--- config.mk ---
export PLATFORM = sky130hd
export DESIGN_NAME = jfpjc_byte_unstuffer_flat
export DESIGN_NICKNAME = d
export VERILOG_FILES = /design/src/rtl/jfpjc_pkg.sv /design/src/rtl/jfpjc_byte_unstuffer_if.sv /design/src/rtl/jfpjc_byte_packer.sv /design/src/rtl/jfpjc_byte_unstuffer.sv /design/src/flat_wrapper.sv
export SDC_FILE = /design/constraint.sdc
export NUM_CORES = 1
export LEC_CHECK = 0
export CAP_MARGIN = 40
export CORE_MARGIN = 8
export CORE_UTILIZATION = 55
export DETAILED_ROUTE_END_ITERATION = 12
export PLACE_DENSITY = 0.82
export SYNTH_ARGS = -nofsm -noshare
export SYNTH_HDL_FRONTEND = slang
export SYNTH_SLANG_ARGS = --single-unit
--- constraint.sdc ---
create_clock -name clock -period 4.3 [get_ports clock]
set_input_delay 1.29 -clock clock [delete_from_list [all_inputs] [get_ports clock]]
set_output_delay 1.29 -clock clock [all_outputs]
set_load 0.01 [all_outputs]
--- src/rtl/jfpjc_pkg.sv ---
// Shared types and JPEG byte constants for the scan byte unstuffer.
package jfpjc_pkg;

  typedef enum logic [1:0] {
    ST_DATA   = 2'd0,
    ST_GOT_FF = 2'd1,
    ST_FLUSH  = 2'd2,
    ST_MARKER = 2'd3
  } state_t;

  localparam logic [7:0] JPEG_MARKER_PREFIX = 8'hFF;
  localparam logic [7:0] JPEG_STUFF_BYTE    = 8'h00;
  localparam logic [7:0] JPEG_EOI           = 8'hD9;

  function automatic logic [15:0] sat_inc16(input logic [15:0] v);
    return (v == 16'hFFFF) ? v : v + 16'd1;
  endfunction

  function automatic logic [7:0] sat_inc8(input logic [7:0] v);
    return (v == 8'hFF) ? v : v + 8'd1;
  endfunction

endpackage

--- src/rtl/jfpjc_byte_unstuffer_if.sv ---
// Byte-in / word-out / marker-out bundle of the unstuffer.
// Every channel is valid/ready: a transfer happens on a rising edge where both
// are high, and the sender holds its payload stable while valid && !ready.
interface jfpjc_byte_unstuffer_if #(parameter int WORD_BYTES = 4);
  logic [7:0]              byte_in;
  logic                    byte_in_valid;
  logic                    byte_in_ready;
  logic [8*WORD_BYTES-1:0] word_out;
  logic [2:0]              word_out_nbytes;
  logic                    word_out_valid;
  logic                    word_out_ready;
  logic                    marker_valid;
  logic [7:0]              marker_code;
  logic                    marker_ready;

  modport master (
    output byte_in, byte_in_valid, word_out_ready, marker_ready,
    input  byte_in_ready, word_out, word_out_nbytes, word_out_valid,
           marker_valid, marker_code
  );

  modport slave (
    input  byte_in, byte_in_valid, word_out_ready, marker_ready,
    output byte_in_ready, word_out, word_out_nbytes, word_out_valid,
           marker_valid, marker_code
  );
endinterface

--- src/rtl/jfpjc_byte_packer.sv ---
// Big-endian byte packer: shift register, fill count, full strobe and a
// zero-padded MSB-aligned view of a partial word for flushing.
module jfpjc_byte_packer #(
  parameter int WORD_BYTES = 4
) (
  input  logic                    clock,
  input  logic                    reset,
  input  logic                    push,
  input  logic [7:0]              push_data,
  input  logic                    flush,
  output logic [2:0]              count,
  output logic                    full,
  output logic [8*WORD_BYTES-1:0] full_word,
  output logic [8*WORD_BYTES-1:0] partial_word
);
  localparam int W = 8 * WORD_BYTES;

  logic [W-1:0] shift;
  logic [2:0]   pad_bytes;

  assign full      = push && (count == 3'(WORD_BYTES - 1));
  assign full_word = {shift[W-9:0], push_data};
  assign pad_bytes = 3'(WORD_BYTES) - count;
  // Shifting out the pad bytes also drops stale bytes left from the last full word.
  assign partial_word = shift << {pad_bytes, 3'b000};

  always_ff @(posedge clock) begin
    if (reset || flush) begin
      shift <= '0;
      count <= '0;
    end else if (push) begin
      shift <= {shift[W-9:0], push_data};
      count <= full ? 3'd0 : count + 3'd1;
    end
  end
endmodule

--- src/rtl/jfpjc_byte_unstuffer.sv ---
// JPEG scan byte unstuffer: strips 0xFF00 stuffing, drops fill bytes, reports
// markers and packs data bytes into words. Optional macro JFPJC_UNSTUFF_STATS_EN.
module jfpjc_byte_unstuffer
  import jfpjc_pkg::*;
#(
  parameter int WORD_BYTES = 4
) (
  input  logic                     clock,
  input  logic                     reset,
  jfpjc_byte_unstuffer_if.slave    bus,
  output state_t                   fsm_state
`ifdef JFPJC_UNSTUFF_STATS_EN
  ,
  output logic [15:0]              stat_stuffed_count,
  output logic [15:0]              stat_fill_count,
  output logic [7:0]               stat_marker_count
`endif
);
  localparam int W = 8 * WORD_BYTES;

  state_t       state;
  logic [W-1:0] word_q;
  logic [2:0]   nbytes_q;
  logic         word_valid_q;
  logic         marker_valid_q;
  logic [7:0]   marker_code_q;

  logic         out_free, byte_ready, accept, push, flush;
  logic [7:0]   push_data;
  logic [2:0]   pk_count;
  logic         pk_full;
  logic [W-1:0] pk_full_word, pk_partial;

  assign out_free   = !word_valid_q || bus.word_out_ready;
  assign byte_ready = !reset && (state == ST_DATA || state == ST_GOT_FF) && out_free;
  assign accept     = bus.byte_in_valid && byte_ready;
  assign push       = accept && ((state == ST_DATA   && bus.byte_in != JPEG_MARKER_PREFIX) ||
                                 (state == ST_GOT_FF && bus.byte_in == JPEG_STUFF_BYTE));
  assign push_data  = (state == ST_GOT_FF) ? JPEG_MARKER_PREFIX : bus.byte_in;
  assign flush      = (state == ST_FLUSH) && out_free;

  jfpjc_byte_packer #(.WORD_BYTES(WORD_BYTES)) u_packer (
    .clock        (clock),
    .reset        (reset),
    .push         (push),
    .push_data    (push_data),
    .flush        (flush),
    .count        (pk_count),
    .full         (pk_full),
    .full_word    (pk_full_word),
    .partial_word (pk_partial)
  );

  always_ff @(posedge clock) begin
    if (reset) begin
      state          <= ST_DATA;
      word_q         <= '0;
      nbytes_q       <= '0;
      word_valid_q   <= 1'b0;
      marker_valid_q <= 1'b0;
      marker_code_q  <= '0;
    end else begin
      if (word_valid_q && bus.word_out_ready) word_valid_q <= 1'b0;
      if (pk_full) begin
        word_q       <= pk_full_word;
        nbytes_q     <= 3'(WORD_BYTES);
        word_valid_q <= 1'b1;
      end
      case (state)
        ST_DATA: begin
          if (accept && bus.byte_in == JPEG_MARKER_PREFIX) state <= ST_GOT_FF;
        end
        ST_GOT_FF: begin
          if (accept) begin
            if (bus.byte_in == JPEG_STUFF_BYTE) begin
              state <= ST_DATA;
            end else if (bus.byte_in != JPEG_MARKER_PREFIX) begin
              marker_code_q <= bus.byte_in;
              state         <= (pk_count != 3'd0) ? ST_FLUSH : ST_MARKER;
            end
          end
        end
        ST_FLUSH: begin
          if (out_free) begin
            word_q       <= pk_partial;
            nbytes_q     <= pk_count;
            word_valid_q <= 1'b1;
            state        <= ST_MARKER;
          end
        end
        ST_MARKER: begin
          // The marker waits until the flushed word has left, keeping stream order.
          if (!marker_valid_q && !word_valid_q) begin
            marker_valid_q <= 1'b1;
          end else if (marker_valid_q && bus.marker_ready) begin
            marker_valid_q <= 1'b0;
            state          <= ST_DATA;
          end
        end
        default: state <= ST_DATA;
      endcase
    end
  end

  assign bus.byte_in_ready   = byte_ready;
  assign bus.word_out        = word_q;
  assign bus.word_out_nbytes = nbytes_q;
  assign bus.word_out_valid  = word_valid_q;
  assign bus.marker_valid    = marker_valid_q;
  assign bus.marker_code     = marker_code_q;
  assign fsm_state           = state;

`ifdef JFPJC_UNSTUFF_STATS_EN
  always_ff @(posedge clock) begin
    if (reset) begin
      stat_stuffed_count <= '0;
      stat_fill_count    <= '0;
      stat_marker_count  <= '0;
    end else if (accept && state == ST_GOT_FF) begin
      if (bus.byte_in == JPEG_STUFF_BYTE)
        stat_stuffed_count <= sat_inc16(stat_stuffed_count);
      else if (bus.byte_in == JPEG_MARKER_PREFIX)
        stat_fill_count <= sat_inc16(stat_fill_count);
      else
        stat_marker_count <= sat_inc8(stat_marker_count);
    end
  end
`endif

endmodule

--- src/flat_wrapper.sv ---
// flat-port wrapper written by rule: the top's interface ports become plain ports
module jfpjc_byte_unstuffer_flat import jfpjc_pkg::*;
#(
  parameter int WORD_BYTES = 4
)
  (clock, reset, fsm_state, bus_byte_in, bus_byte_in_valid, bus_word_out_ready, bus_marker_ready, bus_byte_in_ready, bus_word_out, bus_word_out_nbytes, bus_word_out_valid, bus_marker_valid, bus_marker_code);
  jfpjc_byte_unstuffer_if #(.WORD_BYTES(WORD_BYTES)) bus_i ();
  input  logic clock;
  input  logic reset;
  output state_t fsm_state;
  input wire logic [$bits(bus_i.byte_in)-1:0] bus_byte_in;
  input wire logic [$bits(bus_i.byte_in_valid)-1:0] bus_byte_in_valid;
  input wire logic [$bits(bus_i.word_out_ready)-1:0] bus_word_out_ready;
  input wire logic [$bits(bus_i.marker_ready)-1:0] bus_marker_ready;
  output wire logic [$bits(bus_i.byte_in_ready)-1:0] bus_byte_in_ready;
  output wire logic [$bits(bus_i.word_out)-1:0] bus_word_out;
  output wire logic [$bits(bus_i.word_out_nbytes)-1:0] bus_word_out_nbytes;
  output wire logic [$bits(bus_i.word_out_valid)-1:0] bus_word_out_valid;
  output wire logic [$bits(bus_i.marker_valid)-1:0] bus_marker_valid;
  output wire logic [$bits(bus_i.marker_code)-1:0] bus_marker_code;
  assign bus_i.byte_in = bus_byte_in;
  assign bus_i.byte_in_valid = bus_byte_in_valid;
  assign bus_i.word_out_ready = bus_word_out_ready;
  assign bus_i.marker_ready = bus_marker_ready;
  assign bus_byte_in_ready = bus_i.byte_in_ready;
  assign bus_word_out = bus_i.word_out;
  assign bus_word_out_nbytes = bus_i.word_out_nbytes;
  assign bus_word_out_valid = bus_i.word_out_valid;
  assign bus_marker_valid = bus_i.marker_valid;
  assign bus_marker_code = bus_i.marker_code;
  jfpjc_byte_unstuffer #(.WORD_BYTES(WORD_BYTES)) u_core (.clock(clock), .reset(reset), .bus(bus_i), .fsm_state(fsm_state));
endmodule
* Yosys cells after proc, flatten, opt, wreduce, memory -nomap -nowiden
Cells that the tools add are included.
Word-level totals: register bits 82, bits of input ports 13, word-level logic and storage cells 73
Operators by class: equal/unequal tests 12, reductions and logical operators 26, bitwise operators 1, shift operators 1, mux-type cells 23, $add $sub $neg 2
Operator list (number):
- 32-bit 2-to-1 mux | 3
- 32-bit by 6-bit left shift with 32-bit output | 1
- 2-bit 2-to-1 mux | 7
- 1-bit logical AND | 12
- 3-bit 2-to-1 mux | 4
- 8-bit equality test (second input constant) | 1
- 8-bit logical NOT | 1
- 8-bit 2-to-1 mux | 1
- 8-bit != test (second input constant) | 1
- 2-bit one-hot mux with 4 select lines | 1
- 1-bit 2-to-1 mux | 7
- 2-bit by 1-bit != test with 1-bit output (second input constant) | 3
- 6-bit AND reduction | 1
- 2-bit equality test (second input constant) | 2
- 1-bit logical OR | 4
- 2-bit != test (second input constant) | 2
- 4-bit AND reduction | 1
- 3-bit by 1-bit adder with 3-bit output (second input constant) | 1
- 3-bit by 2-bit equality test with 1-bit output (second input constant) | 1
- 1-bit logical NOT | 3
- 3-bit by 2-bit != test with 1-bit output (second input constant) | 1
- 3-bit nonzero test | 1
- 3-bit subtractor (first input constant) | 1
- 2-bit by 1-bit equality test with 1-bit output (second input constant) | 1
- other kinds (4) | 4

* Logic depth before layout (Yosys ltp)
Gate-level depths: netlist of run 1.
depth in word-level cells 10, depth in mapped cells 9, depth with buffers taken out 7

* Modules after synthesis
A second synthesis of run 1 with hierarchy kept.
Second synthesis, totals: cells, all modules 491, area total of the unflattened synthesis 4459.3 um2
By module, submodules not included:
- jfpjc_byte_unstuffer | cells an instance 244, times used 1, area each 2324.7 um2, sequential area each 940.9 um2
- jfpjc_byte_packer | cells an instance 247, times used 1, area each 2134.5 um2, sequential area each 700.7 um2

* Least setup slack after synthesis of run 1
OpenSTA, ideal clock, no wires.
path type input to output, start input reset, end output bus_byte_in_ready, data required time 3010 ps, setup slack 982 ps, cell stages on the path 3, arrival 2028 ps, path through clkbuf_1 -> buf_1 -> nor3_1
On the way: longest elaborated chain between the ends 3
RTL lines:
- start: declaration | RTL line flat_wrapper.sv:9 | input logic reset;
- 1-bit logical NOT | RTL line jfpjc_byte_unstuffer.sv:35 | assign byte_ready = !reset && (state == ST_DATA || state == ST_GOT_FF) && out_free;
- 1-bit logical AND (2 in series) | RTL line jfpjc_byte_unstuffer.sv:35
- end: declaration | RTL line flat_wrapper.sv:15 | output wire logic [$bits(bus_i.byte_in_ready)-1:0] bus_byte_in_ready;
No other way between the ends.

* Worst setup path after layout of run 1
start input bus_word_out_ready, end output bus_byte_in_ready
On the way: longest elaborated chain between the ends 2
RTL lines:
- start: declaration | RTL line flat_wrapper.sv:13 | input wire logic [$bits(bus_i.word_out_ready)-1:0] bus_word_out_ready;
- 1-bit logical OR | RTL line jfpjc_byte_unstuffer.sv:34 | assign out_free = !word_valid_q || bus.word_out_ready;
- 1-bit logical AND | RTL line jfpjc_byte_unstuffer.sv:35
No other way between the ends.

==> results of run 1 <==
-- power by group --
group	switching, mW	internal, mW
Sequential	0.0240	0.779
Clock	0.269	0.300
Combinational	0.137	0.0872
Total	0.430	1.17
-- synth_stat cells, types with 2 or more instances --
| cell | instances | share of area |
|---|---|---|
| sky130_fd_sc_hd__dfxtp_1 | 82 | 0.43 |
| sky130_fd_sc_hd__nand2_1 | 76 | 0.074 |
| sky130_fd_sc_hd__nor2_1 | 53 | 0.052 |
| sky130_fd_sc_hd__nor3_1 | 53 | 0.069 |
| sky130_fd_sc_hd__o21ai_0 | 51 | 0.066 |
| sky130_fd_sc_hd__mux2i_1 | 28 | 0.073 |
| sky130_fd_sc_hd__clkbuf_1 | 20 | 0.020 |
| sky130_fd_sc_hd__a21oi_1 | 19 | 0.025 |
| sky130_fd_sc_hd__buf_2 | 10 | 0.013 |
| sky130_fd_sc_hd__nand3_1 | 10 | 0.013 |
| sky130_fd_sc_hd__nor2b_1 | 8 | 0.013 |
| sky130_fd_sc_hd__nor4_1 | 7 | 0.011 |
| sky130_fd_sc_hd__a211o_1 | 5 | 0.011 |
| sky130_fd_sc_hd__a211oi_1 | 5 | 0.0098 |
| sky130_fd_sc_hd__inv_1 | 5 | 0.0049 |
| sky130_fd_sc_hd__o211ai_1 | 5 | 0.0098 |
| sky130_fd_sc_hd__a31oi_1 | 4 | 0.0065 |
| sky130_fd_sc_hd__buf_1 | 4 | 0.0039 |
| sky130_fd_sc_hd__ha_1 | 4 | 0.013 |
| sky130_fd_sc_hd__nand2b_1 | 4 | 0.0065 |
| sky130_fd_sc_hd__nor4_2 | 4 | 0.013 |
| sky130_fd_sc_hd__buf_6 | 3 | 0.0088 |
| sky130_fd_sc_hd__a221oi_1 | 2 | 0.0046 |
| sky130_fd_sc_hd__buf_4 | 2 | 0.0039 |
| sky130_fd_sc_hd__nand4_1 | 2 | 0.0033 |
| sky130_fd_sc_hd__nor4_4 | 2 | 0.011 |
-- critical path, cell delays in order --
cell	delay, ps
sky130_fd_sc_hd__clkdlybuf4s50_1	480
sky130_fd_sc_hd__nor2b_1	80
sky130_fd_sc_hd__nor3_1	130
sky130_fd_sc_hd__clkdlybuf4s50_1	560
-- worst paths after layout --
check,end
worst max-delay path,bus_byte_in_ready
worst min-delay path,u_core.u_packer.shift[28]
worst max register to register,u_core.bus.word_out[1]
worst min register to register,u_core.u_packer.shift[28]
-- flip-flops by register name (all words and copies together), names as in the netlist, named ones only --
name / count
u_core.bus.word_out: 32
u_core.u_packer.shift: 32
u_core.bus.marker_code: 8
u_core.bus.word_out_nbytes: 3
u_core.u_packer.count: 3
u_core.bus.marker_valid: 1
u_core.bus.word_out_valid: 1
u_core.fsm_state: 1
-- layer usage --
layer	global-route usage	vias up	share of wire
li1	-	1760	-
met1	0.252	1717	0.43
met2	0.339	109	0.48
met3	0.0384	25	0.059
met4	0.0955	0	0.023
met5	0	-	0
-- cell type report --
cell class | instances | area, um2 | area share
Clock buffer | 14 | 163 | 0.0345
Multi-Input combinational cell | 355 | 2010 | 0.427
Sequential cell | 82 | 1640 | 0.348
Inverter | 5 | 18.8 | 0.00398
Timing Repair Buffer | 71 | 723 | 0.153
Tap cell | 96 | 120 | 0.0255
Clock inverter | 2 | 35.0 | 0.00743
-- cells by family after synthesis --
kind of cell             count (synthesis)  share of synthesized area
buffers and inverters                   44                     0.0540
AO/OA/AOI/OAI                          100                      0.156
AND/OR/NAND/NOR                        223                      0.277
multiplexers                            28                     0.0729
adder cells (fa/ha/maj)                  4                     0.0130
flip-flops                              82                      0.427
-- layout by cell type, fill, tap and decap left out, drive strengths merged --
cell type	netlist	layout
inv	5	5
a221oi	2	2
ha	4	4
nor2b	8	8
dfxtp	82	82
a311oi	1	1
nor3b	1	1
clkbuf	20	14
nand3	11	11
o21bai	1	1
a21boi	1	1
nor3	53	53
a31oi	4	4
nand2b	4	4
clkdlybuf4s50	0	60
nor4	13	13
nand3b	1	1
nand2	76	76
nor2	53	53
buf	19	11
or3b	1	1
bufinv	0	1
a211oi	6	6
a32oi	1	1
mux2i	28	28
clkinv	0	1
o21ai	51	51
nand4	2	2
a21oi	20	20
a211o	6	6
o211ai	5	5
a31o	1	1
o31ai	1	1
==> insert_results.sql, run 1 <==
INSERT INTO impl_metrics (metric_group, metric, value, unit) VALUES
('grt', 'grt_pass1_wl', '16700', 'um'),
('hold_path', 'min-delay-path-class', 'register to register', ''),
('critical_path', 'cp-start-kind', 'input pin', ''),
('route', 'post-route-drc-count', '0', ''),
('place', 'dp_hpwl', '6920', 'um'),
('grt', 'grt-ovfl-total', '0', ''),
('cells_and_area', 'n_antenna_cell', '0', ''),
('timing', 'final_cycle_share', '0.891', ''),
('clocking', 'postCtsResizedCells', '0', ''),
('place', 'dpl.cell_count', '609', ''),
('timing', 'rsz0062_at_grt', 'false', ''),
('clocking', 'cts_hold_buffers', '0', ''),
('status', 'run_status', 'finished, final reports clean', ''),
('floorplan', 'chip_height', '99.6', 'um'),
('floorplan', 'floorplan.core_area', '0.00679', 'mm2'),
('power', 'power_per_cell_area', '339', 'mW/mm2'),
('timing', 'final_worst_path_period_need', '3830', 'ps'),
('place', 'pre_cts_slack', '466', 'ps'),
('timing', 'final-max-slew-violation-count', '0', ''),
('synthesis', 'synth_ff_type', 'sky130_fd_sc_hd__dfxtp_1', ''),
('cells_and_area', 'fin_cells', '625', ''),
('critical_path', 'crit_type', 'input pin to primary output', ''),
('timing', 'setup_viol', '0', ''),
('route', 'routed_antenna_nets', '0', ''),
('clocking', 'cts.root.buffer_cell', 'sky130_fd_sc_hd__clkbuf_8', ''),
('clocking', 'cts_max_level', '3', ''),
('route', 'via_count', '3611', ''),
('synthesis', 'mappedNetlistNets', '498', ''),
('power', 'max_rail_drop_vdd', '0.200', 'mV'),
('grt', 'antenna_found_initial', '0', ''),
('cells_and_area', 'post_synthesis_to_final_layout_area_growth', '22.6', '%'),
('critical_path', 'critical_path.reg2reg.startpoint', 'u_core.u_packer.count[0]', ''),
('synthesis', 'post_synth_num_cell_types', '39', ''),
('timing', 'fin_worst_hold_slack', '453', 'ps'),
('clocking', 'post-cts-setup-buffer-count', '0', ''),
('synthesis', 'synth_cells', '481', ''),
('critical_path', 'slack_of_the_worst_reg_to_reg_path', '1650', 'ps'),
('power', 'design_power_total', '1.60', 'mW'),
('clocking', 'cts_num_sinks', '82', ''),
('clocking', 'cts_inserted_buffers', '9', ''),
('clocking', 'cts_tree', 'built', ''),
('place', 'placed_area', '0.00452', 'mm2'),
('floorplan', 'placement_rows', '30', ''),
('synthesis', 'mappedNetlistArea', '0.00384', 'mm2'),
('synthesis', 'async_flop_share', '0', ''),
('place', 'gp_congestion', '0.818', ''),
('synthesis', 'syn_avg_cell_area', '7.99', 'um2'),
('clocking', 'worst_skew_pair.late_latency', '350', 'ps'),
('grt', 'grt_max_degree', '49', ''),
('timing', 'maxClockFrequency', '261', 'MHz'),
('route', 'wl_per_cell', '16.2', 'um'),
('floorplan', 'fp.dieArea', '0.00992', 'mm2'),
('hold_path', 'min-delay-start', 'u_core.u_packer.shift[28]', ''),
('cells_and_area', 'post-route-cell-area', '0.00471', 'mm2'),
('timing', 'layout_skew', '8.13', 'ps'),
('grt', 'grt_pass1_vias', '3469', ''),
('cells_and_area', 'layout.nets', '541', ''),
('critical_path', 'crit_path_max_fanout', '3', ''),
('synthesis', 'yosys_register_bits', '82', ''),
('critical_path', 'timing.critical_path.to_type', 'primary output', ''),
('route', 'route.detailed.vias_per_inst', '5.78', ''),
('cells_and_area', 'share_of_final_layout_standard_cells_stronger_than_drive_strength_1', '0.0718', ''),
('timing', 'tightest_slew', '712', 'ps'),
('floorplan', 'design.portCount', '61', ''),
('synthesis', 'number_of_enable_type_register_cells_in_the_synthesized_netlist', '0', ''),
('power', 'p_leak', '1.64', 'nW'),
('route', 'drtIter0Drc', '234', ''),
('cells_and_area', 'filler_cell_count', '553', ''),
('grt', 'grt_use_total', '0.205', ''),
('timing', 'final_hold_viol_count', '0', ''),
('timing', 'timing.setup.tns', '0', 'ps');
Note: power is estimated with default switching activity, not from simulation.
==> inputs of run 2 (changes only) <==
Settings changed: CORE_UTILIZATION 55 to 53, PLACE_DENSITY 0.82 to 0.79.
Clock period 4.3 ns to 3.58 ns, I/O delays scaled along.
==> run 2 against run 1 <==
Via count up 0.69%. Clock skew down 3.1 ps. Combinational power up 19%. Largest power group unchanged. Sequential power up 20%. Largest cell class unchanged. Non-clock buffer count up 3. First-iteration DRC count up 5.1%. Hold slack about the same. Final area about the same. Critical endpoint unchanged. Global-route usage down 0.39 points. Highest routed layer unchanged. Utilization down 3.4 points.
==> insert_results.sql, run 2 (synthesis gave the netlist of run 1 again) <==
INSERT INTO impl_metrics (metric_group, metric, value, unit) VALUES
('status', 'run_status', 'finished, final reports clean', ''),
('route', 'drtIter0Drc', '246', ''),
('timing', 'final-max-slew-violation-count', '0', ''),
('clocking', 'worst_skew_pair.late_latency', '350', 'ps'),
('grt', 'grt_pass1_vias', '3531', ''),
('hold_path', 'min-delay-path-class', 'register to register', ''),
('timing', 'setup_viol', '0', ''),
('route', 'post-route-drc-count', '0', ''),
('floorplan', 'fp.dieArea', '0.0102', 'mm2'),
('floorplan', 'die-width', '101', 'um'),
('timing', 'final_worst_path_period_need', '3390', 'ps'),
('cells_and_area', 'filler_cell_count', '632', ''),
('floorplan', 'initial_utilization', '0.539', ''),
('clocking', 'cts_inserted_buffers', '9', ''),
('timing', 'timing.max_slew.rel_slack', '0.573', ''),
('clocking', 'clk_pin_slew', '80', 'ps'),
('route', 'wl_per_cell', '15.9', 'um'),
('grt', 'grt_pass1_wl', '16700', 'um'),
('clocking', 'cts_max_level', '3', ''),
('timing', 'final_cycle_share', '0.948', ''),
('timing', 'tightest_slew', '639', 'ps'),
('timing', 'timing.setup.tns', '0', 'ps'),
('power', 'max_rail_drop_vdd', '0.184', 'mV'),
('floorplan', 'chip_height', '101', 'um'),
('route', 'route.detailed.vias_per_inst', '5.76', ''),
('cells_and_area', 'layout.nets', '544', ''),
('power', 'power_per_cell_area', '390', 'mW/mm2'),
('floorplan', 'design.portCount', '61', ''),
('route', 'via_count', '3636', ''),
('clocking', 'post-cts-setup-buffer-count', '0', ''),
('place', 'placed_area', '0.00454', 'mm2'),
('clocking', 'cts.root.buffer_cell', 'sky130_fd_sc_hd__clkbuf_8', ''),
('cells_and_area', 'most_used_cells_in_the_layout_excluding_fill_and_tap_cells', '82 x sky130_fd_sc_hd__dfxtp_1, 76 x sky130_fd_sc_hd__nand2_1, 60 x sky130_fd_sc_hd__clkdlybuf4s50_1, 53 x sky130_fd_sc_hd__nor3_1', ''),
('cells_and_area', 'layout.cells.most_common', 'sky130_fd_sc_hd__dfxtp_1', ''),
('hold_path', 'min-delay-start', 'u_core.u_packer.shift[24]', ''),
('cells_and_area', 'n_antenna_cell', '0', ''),
('cells_and_area', 'post-route-cell-area', '0.00471', 'mm2'),
('power', 'p_leak', '1.64', 'nW'),
('timing', 'layout_skew', '5.06', 'ps'),
('grt', 'grt_max_degree', '54', ''),
('floorplan', 'floorplan.core_area', '0.00714', 'mm2'),
('clocking', 'postCtsResizedCells', '0', ''),
('timing', 'maxClockFrequency', '295', 'MHz'),
('critical_path', 'worstSetupStartpoint', 'bus_word_out_ready', ''),
('critical_path', 'worst-endpoint-arrival', '2320', 'ps'),
('cells_and_area', 'regArea', '0.00164', 'mm2'),
('clocking', 'cts.path.max_buffers', '2', ''),
('cells_and_area', 'combined_area_of_the_multi_input_logic_cells', '0.00201', 'mm2'),
('critical_path', 'timing.critical_path.to_type', 'primary output', ''),
('timing', 'rsz0062_at_grt', 'false', ''),
('route', 'routed_antenna_nets', '0', ''),
('place', 'gp_congestion', '0.801', ''),
('critical_path', 'crit_path_max_fanout', '3', ''),
('grt', 'grt-ovfl-total', '0', ''),
('cells_and_area', 'post_synthesis_to_final_layout_area_growth', '22.6', '%'),
('clocking', 'cts_num_sinks', '82', ''),
('route', 'drt_pre_antenna_iters', '4', ''),
('clocking', 'cts_tree', 'built', ''),
('place', 'dp_hpwl', '6750', 'um'),
('critical_path', 'cp_data_required_time', '2510', 'ps'),
('timing', 'final_hold_viol_count', '0', ''),
('clocking', 'cts_hold_buffers', '0', ''),
('grt', 'grt_use_total', '0.201', ''),
('critical_path', 'crit_type', 'input pin to primary output', ''),
('grt', 'antenna_found_initial', '0', ''),
('place', 'port_buffers', '60', ''),
('critical_path', 'critical_path.reg2reg.startpoint', 'u_core.u_packer.count[0]', ''),
('cells_and_area', 'share_of_final_layout_standard_cells_stronger_than_drive_strength_1', '0.0808', ''),
('critical_path', 'cp-start-kind', 'input pin', ''),
('job', 'cap_violations', '0', ''),
('floorplan', 'placement_rows', '31', ''),
('route', 'wirelength_routed', '10000', 'um');
run 2: per-stage QoR:
stage | power (mW) | utilization | hold WS [ps] | setup WS [ps] | instances
2_1_floorplan | 1.16 | - | 431 | 694 | 481
3_3_place_gp | 1.24 | 0.633 | 438 | 190 | 614
3_5_place_dp | 1.25 | 0.636 | 444 | 194 | 615
4_1_cts | 1.83 | 0.660 | 457 | 184 | 631
5_1_grt | 1.91 | 0.660 | 495 | 127 | 631
6_report | 1.84 | 0.660 | 453 | 187 | 631
run 2: critical path, stage by stage:
cell and delay, ps:
sky130_fd_sc_hd__clkdlybuf4s50_1 470, sky130_fd_sc_hd__nor2b_1 70, sky130_fd_sc_hd__nor3_1 140, sky130_fd_sc_hd__clkdlybuf4s50_1 560
run 2: worst paths after layout:
kind                                                  end  slack, ps  depth (start not counted)
worst max-delay path                    bus_byte_in_ready        190                          4
worst min-delay path            u_core.u_packer.shift[24]        450                          2
worst max register to register     u_core.bus.word_out[7]        880                          7
worst min register to register  u_core.u_packer.shift[24]        450                          2
run 2: final cells by class:
type,instances,share of cell area
Clock buffer,11,0.0300
Multi-Input combinational cell,355,0.427
Tap cell,99,0.0263
Timing Repair Buffer,74,0.158
Inverter,5,0.00398
Sequential cell,82,0.348
Clock inverter,5,0.00637
run 2: layer usage:
layer	routed length, um	global-route usage	vias up	part of all wire
li1	-	-	1770	-
met1	4320	0.243	1738	0.43
met3	633	0.0392	18	0.063
met4	213	0.0916	0	0.021
met5	0	0	-	0
met2	4860	0.338	110	0.48
run 2: where the power goes:
| part | internal, mW | total, mW | switching (mW) |
|---|---|---|---|
| Clock | 0.268 | 0.606 | 0.339 |
| Sequential | 0.936 | 0.964 | 0.0281 |
| Combinational | 0.0999 | 0.266 | 0.167 |
==> inputs of run 3 (changes only) <==
Clock period 3.58 ns to 3.55 ns, I/O delays scaled along.
==> run 3 against run 2 <==
Routed wire length is 1.5% higher. Combinational power is 2% higher. Die area stayed put. Highest routed layer unchanged. Clock skew is 1.4 ps higher.
==> insert_results.sql, run 3 (synthesis gave the netlist of run 1 again) <==
INSERT INTO impl_metrics (metric_group, metric, value, unit) VALUES
('cells_and_area', 'n_antenna_cell', '0', ''),
('clocking', 'cts_inserted_buffers', '9', ''),
('clocking', 'cts_hold_buffers', '0', ''),
('grt', 'grt_pass1_wl', '16400', 'um'),
('timing', 'final_hold_viol_count', '0', ''),
('floorplan', 'fp.dieArea', '0.0102', 'mm2'),
('power', 'share_comb_of_total_power', '0.142', ''),
('timing', 'layout_skew', '6.45', 'ps'),
('cells_and_area', 'most_used_cells_in_the_layout_excluding_fill_and_tap_cells', '82 x sky130_fd_sc_hd__dfxtp_1, 76 x sky130_fd_sc_hd__nand2_1, 60 x sky130_fd_sc_hd__clkdlybuf4s50_1, 53 x sky130_fd_sc_hd__nor3_1', ''),
('power', 'max_rail_drop_vdd', '0.207', 'mV'),
('grt', 'grt_use_total', '0.199', ''),
('hold_path', 'hold-path-cell-count', '2', ''),
('place', 'pre_cts_slack', '165', 'ps'),
('clocking', 'cts_tree', 'built', ''),
('floorplan', 'die-width', '101', 'um'),
('timing', 'timing.max_slew.rel_slack', '0.521', ''),
('place', 'gp_congestion', '0.809', ''),
('cells_and_area', 'post-route-cell-area', '0.00474', 'mm2'),
('power', 'internal_power_consumption', '1.39', 'mW'),
('clocking', 'postCtsResizedCells', '0', ''),
('timing', 'post-route-worst-setup-slack', '165', 'ps'),
('clocking', 'cts_max_level', '3', ''),
('grt', 'grt_max_degree', '54', ''),
('cells_and_area', 'layout.cells.most_common', 'sky130_fd_sc_hd__dfxtp_1', ''),
('route', 'wl_per_cell', '16.1', 'um'),
('floorplan', 'chip_height', '101', 'um'),
('hold_path', 'min-delay-path-class', 'register to register', ''),
('route', 'via_count', '3599', ''),
('power', 'sequentialPowerShare', '0.507', ''),
('critical_path', 'cp-start-kind', 'input pin', ''),
('timing', 'tightest_slew', '717', 'ps'),
('route', 'route.detailed.vias_per_inst', '5.69', ''),
('cells_and_area', 'post_synthesis_to_final_layout_area_growth', '23.4', '%'),
('job', 'cap_violations', '0', ''),
('clocking', 'worst_skew_pair.late_latency', '350', 'ps'),
('power', 'clockPowerShare', '0.351', ''),
('power', 'p_switching', '0.529', 'mW'),
('floorplan', 'initial_utilization', '0.539', ''),
('route', 'drt_pre_antenna_iters', '5', ''),
('critical_path', 'cp_data_required_time', '2480', 'ps'),
('clocking', 'post-cts-setup-buffer-count', '0', ''),
('critical_path', 'worst-endpoint-arrival', '2320', 'ps'),
('power', 'p_leak', '1.66', 'nW'),
('timing', 'final_worst_path_period_need', '3390', 'ps'),
('cells_and_area', 'share_of_final_layout_standard_cells_stronger_than_drive_strength_1', '0.0843', ''),
('clocking', 'cts_num_sinks', '82', ''),
('grt', 'antenna_found_initial', '0', ''),
('cells_and_area', 'layout.nets', '546', ''),
('clocking', 'cts.path.max_buffers', '2', ''),
('floorplan', 'design.portCount', '61', ''),
('timing', 'final_cycle_share', '0.954', ''),
('timing', 'maxClockFrequency', '295', 'MHz'),
('clocking', 'clk_pin_slew', '80', 'ps'),
('critical_path', 'crit_type', 'input pin to primary output', ''),
('grt', 'grt-ovfl-total', '0', ''),
('place', 'port_buffers', '60', ''),
('clocking', 'cts.root.buffer_cell', 'sky130_fd_sc_hd__clkbuf_8', ''),
('route', 'drtIter0Drc', '179', ''),
('timing', 'rsz0062_at_grt', 'false', ''),
('floorplan', 'placement_rows', '31', ''),
('power', 'power_per_cell_area', '404', 'mW/mm2'),
('place', 'placed_area', '0.00455', 'mm2'),
('critical_path', 'crit_path_max_fanout', '3', ''),
('power', 'power_switching_share', '0.276', ''),
('place', 'dp_hpwl', '6940', 'um'),
('status', 'run_status', 'finished, final reports clean', ''),
('route', 'post-route-drc-count', '0', ''),
('timing', 'timing.setup.tns', '0', 'ps'),
('grt', 'grt_pass1_vias', '3418', ''),
('cells_and_area', 'filler_cell_count', '636', ''),
('critical_path', 'number_of_cell_instances_on_the_worst_register_to_register_path', '7', ''),
('timing', 'setup_viol', '0', ''),
('timing', 'final-max-slew-violation-count', '0', ''),
('route', 'wirelength_routed', '10200', 'um'),
('floorplan', 'floorplan.core_area', '0.00714', 'mm2'),
('critical_path', 'timing.critical_path.to_type', 'primary output', ''),
('route', 'routed_antenna_nets', '0', '');
## run 3: changes by cell type in the layout (fill, tap and decap cells not counted), sizes merged
cell      before  now
bufinv         0    1
clkinv         3    4
clkinvlp       2    0
buf           14   16
## run 3: layer usage
layer,up-vias,wire [um],track usage
met5,-,0,0
met4,0,177,0.0974
met3,13,563,0.0323
met2,100,4910,0.326
met1,1722,4530,0.247
li1,1764,-,-
## run 3: worst max-delay path, cell delays in order
cell and delay (ps):
sky130_fd_sc_hd__clkdlybuf4s50_1 480, sky130_fd_sc_hd__nor2b_1 80, sky130_fd_sc_hd__nor3_1 140, sky130_fd_sc_hd__clkdlybuf4s50_1 560
## run 3: area by class of cell
cell class                 instances  area [um2]  share of cell area
clock buffer                      11         141              0.0298
clock inverter                     5        53.8              0.0113
inverter                           5        18.8             0.00396
multi-input combinational        355        2010               0.424
sequential                        82        1640               0.346
tap                               99         124              0.0261
timing repair buffer              76         753               0.159
## run 3: worst paths after layout
check / slack (ps) / start / end
max: 160 / bus_word_out_ready / bus_byte_in_ready
min: 460 / u_core.u_packer.shift[31] / u_core.u_packer.shift[31]
max reg2reg: 870 / u_core.u_packer.count[0] / u_core.bus.word_out[7]
min reg2reg: 460 / u_core.u_packer.shift[31] / u_core.u_packer.shift[31]
## run 3: metrics by stage
step	util	instances	hold slack (ps)	total power, mW
global placement	0.634	616	439	1.25
finish	0.665	633	456	1.92
floorplan	-	481	431	1.17
CTS	0.665	633	459	1.93
global route	0.665	633	485	1.99
detailed placement	0.637	617	448	1.26
## run 3: power groups by stage
stage / clock (mW) / sequential (mW) / combinational [mW]
floorplan: 0 / 0.987 / 0.179
global placement: 0 / 0.993 / 0.255
detailed placement: 0 / 0.993 / 0.268
CTS: 0.686 / 0.971 / 0.268
global route: 0.725 / 0.976 / 0.293
finish: 0.673 / 0.972 / 0.271
==> RTL edit: new RTL, settings of run 3 <==
`WORD_BYTES` is set to 4 in 4 places; all go to 8.
--- a/src/rtl/jfpjc_byte_unstuffer_if.sv
+++ b/src/rtl/jfpjc_byte_unstuffer_if.sv
@@ -3,3 +3,3 @@
 // are high, and the sender holds its payload stable while valid && !ready.
-interface jfpjc_byte_unstuffer_if #(parameter int WORD_BYTES = 4);
+interface jfpjc_byte_unstuffer_if #(parameter int WORD_BYTES = 8);
   logic [7:0]              byte_in;
--- a/src/rtl/jfpjc_byte_packer.sv
+++ b/src/rtl/jfpjc_byte_packer.sv
@@ -3,3 +3,3 @@
 module jfpjc_byte_packer #(
-  parameter int WORD_BYTES = 4
+  parameter int WORD_BYTES = 8
 ) (
--- a/src/rtl/jfpjc_byte_unstuffer.sv
+++ b/src/rtl/jfpjc_byte_unstuffer.sv
@@ -5,3 +5,3 @@
 #(
-  parameter int WORD_BYTES = 4
+  parameter int WORD_BYTES = 8
 ) (
--- a/src/flat_wrapper.sv
+++ b/src/flat_wrapper.sv
@@ -3,3 +3,3 @@
 #(
-  parameter int WORD_BYTES = 4
+  parameter int WORD_BYTES = 8
 )
Ports: changed (resized bus_word_out); port bits go from 61 to 93. No check against the original RTL was run, so the function may have changed too.
==> RTL edit against run 3 <==
Synthesized area rose by 87%; design area rose by 89%; sequential cell count grew 64; utilization grew 1.1 points; power is 100% higher; synthesized cell count grew 87%; setup slack worse by 14 ps; sequential power increased by 73%; routed wire length up 120%; clock power grew to 2.8 times the old value; cell count rose by 81%; maximum frequency is 0.42% lower; count of clock-buffer cells in the layout rose by 9.
==> RTL edit: results (changes against run 3) <==
cells_and_area:
  fillers: 1109  # +74%
  final_cells: 1146  # +81%
  num-nets-final: 975  # +79%
  drive_gt1_share_pct: 9.79  # +1.4 points
yosys:
  yosysSeqAreaShare_pct: 40.7  # -2.0 points
  synth_fp_nets: 915  # +84%
  synthTopCellsByArea: "dfxtp_1 41%, nand2_1 12%, mux2i_1 9.8%, a21oi_1 5.7%, a311oi_1 3.3%"
  synth_cell_types: 41  # +5.1%
global_route:
  grt_pass1_wl_um: 36300  # +120%
  grt_pass1_vias: 6629  # +94%
clocking:
  htree_levels: 4  # +1
  cts_inserted_buffers: 17  # +8
  clkTransAtPathRegs_ps: 50  # -30 ps
  root_buffer: "clkbuf_16"
critical_path:
  rrSetupSlack_ps: 810  # -60 ps
  rr_endpoint: "u_core.bus.word_out[24]$_SDFF_PP0_"
run_status:
  status: "finished, final reports clean"
drt:
  firstDrtPassIters: 6  # +1
  vias_per_cell: 6.24  # +9.7%
placement:
  dp_slack_ps: 148  # -17.1 ps
pwr:
  ir_drop_v: 0.000309  # +49%
  p_leak_nw: 3.23  # +94%
  powerDensity_nw_per_um2: 434  # +7.5%
timing:
  hold_ws_ps: 452  # -4.53 ps
  max_slew.worst_pin.slew_ps: 857  # +141 ps
hold_path:
  min_from: "u_core.u_packer.shift[57]$_SDFFE_PP0P_"
  worstHoldEndpoint: "u_core.u_packer.shift[57]$_SDFFE_PP0P_"
RTL edit: how the worst max path moves through the flow:
stage                                    endpoint                                  start  slack [ps]  depth (start not counted)
3_3_place_gp                    bus_byte_in_ready                     bus_word_out_ready         190                          4
5_1_grt                         bus_byte_in_ready                     bus_word_out_ready         100                          4
4_1_cts                         bus_byte_in_ready                     bus_word_out_ready         160                          4
2_1_floorplan  u_core.bus.word_out[36]$_SDFF_PP0_  u_core.u_packer.count[0]$_SDFFE_PP0P_         650                         11
3_5_place_dp   u_core.bus.word_out[24]$_SDFF_PP0_                         bus_byte_in[4]         150                          7
6_report                        bus_byte_in_ready                     bus_word_out_ready         150                          4
RTL edit: where the power goes:
group | internal (mW) | total, mW | switching [mW]
Sequential | 1.65 | 1.68 | 0.0251
Clock | 1.20 | 1.89 | 0.688
Combinational | 0.108 | 0.323 | 0.215
Total | 2.96 | 3.89 | 0.928
RTL edit: cell type report:
type / instances / share of cell area, %
clock buffer: 20 / 5.10
clock inverter: 11 / 1.79
inverter: 5 / 0.210
multi-input combinational: 662 / 43.9
sequential: 146 / 32.7
tap: 176 / 2.46
timing repair buffer: 126 / 13.9
RTL edit: layer usage:
layer	wire length [um]	track usage (%)	up-vias
met1	9430	32.2	3406
met2	10600	39.9	360
li1	-	-	3313
met5	0	0	-
met4	816	11.4	0
met3	2020	6.33	68
RTL edit: cells by family (layout without fill, tap and decap cells):
group                    Yosys count  in the layout  synth area share [%]
AND/OR/NAND/NOR                  337            337                  19.4
AO/OA/AOI/OAI                    232            232                  20.9
flip-flops                       146            146                  40.7
buffers and inverters             90            162                  5.09
multiplexers                      89             89                  13.2
adder cells (fa/ha/maj)            4              4                 0.697
RTL edit: critical path: stages:
cell and delay (ps):
clkdlybuf4s50_1 490, nor2b_1 80, nor3_1 140, clkdlybuf4s50_1 560
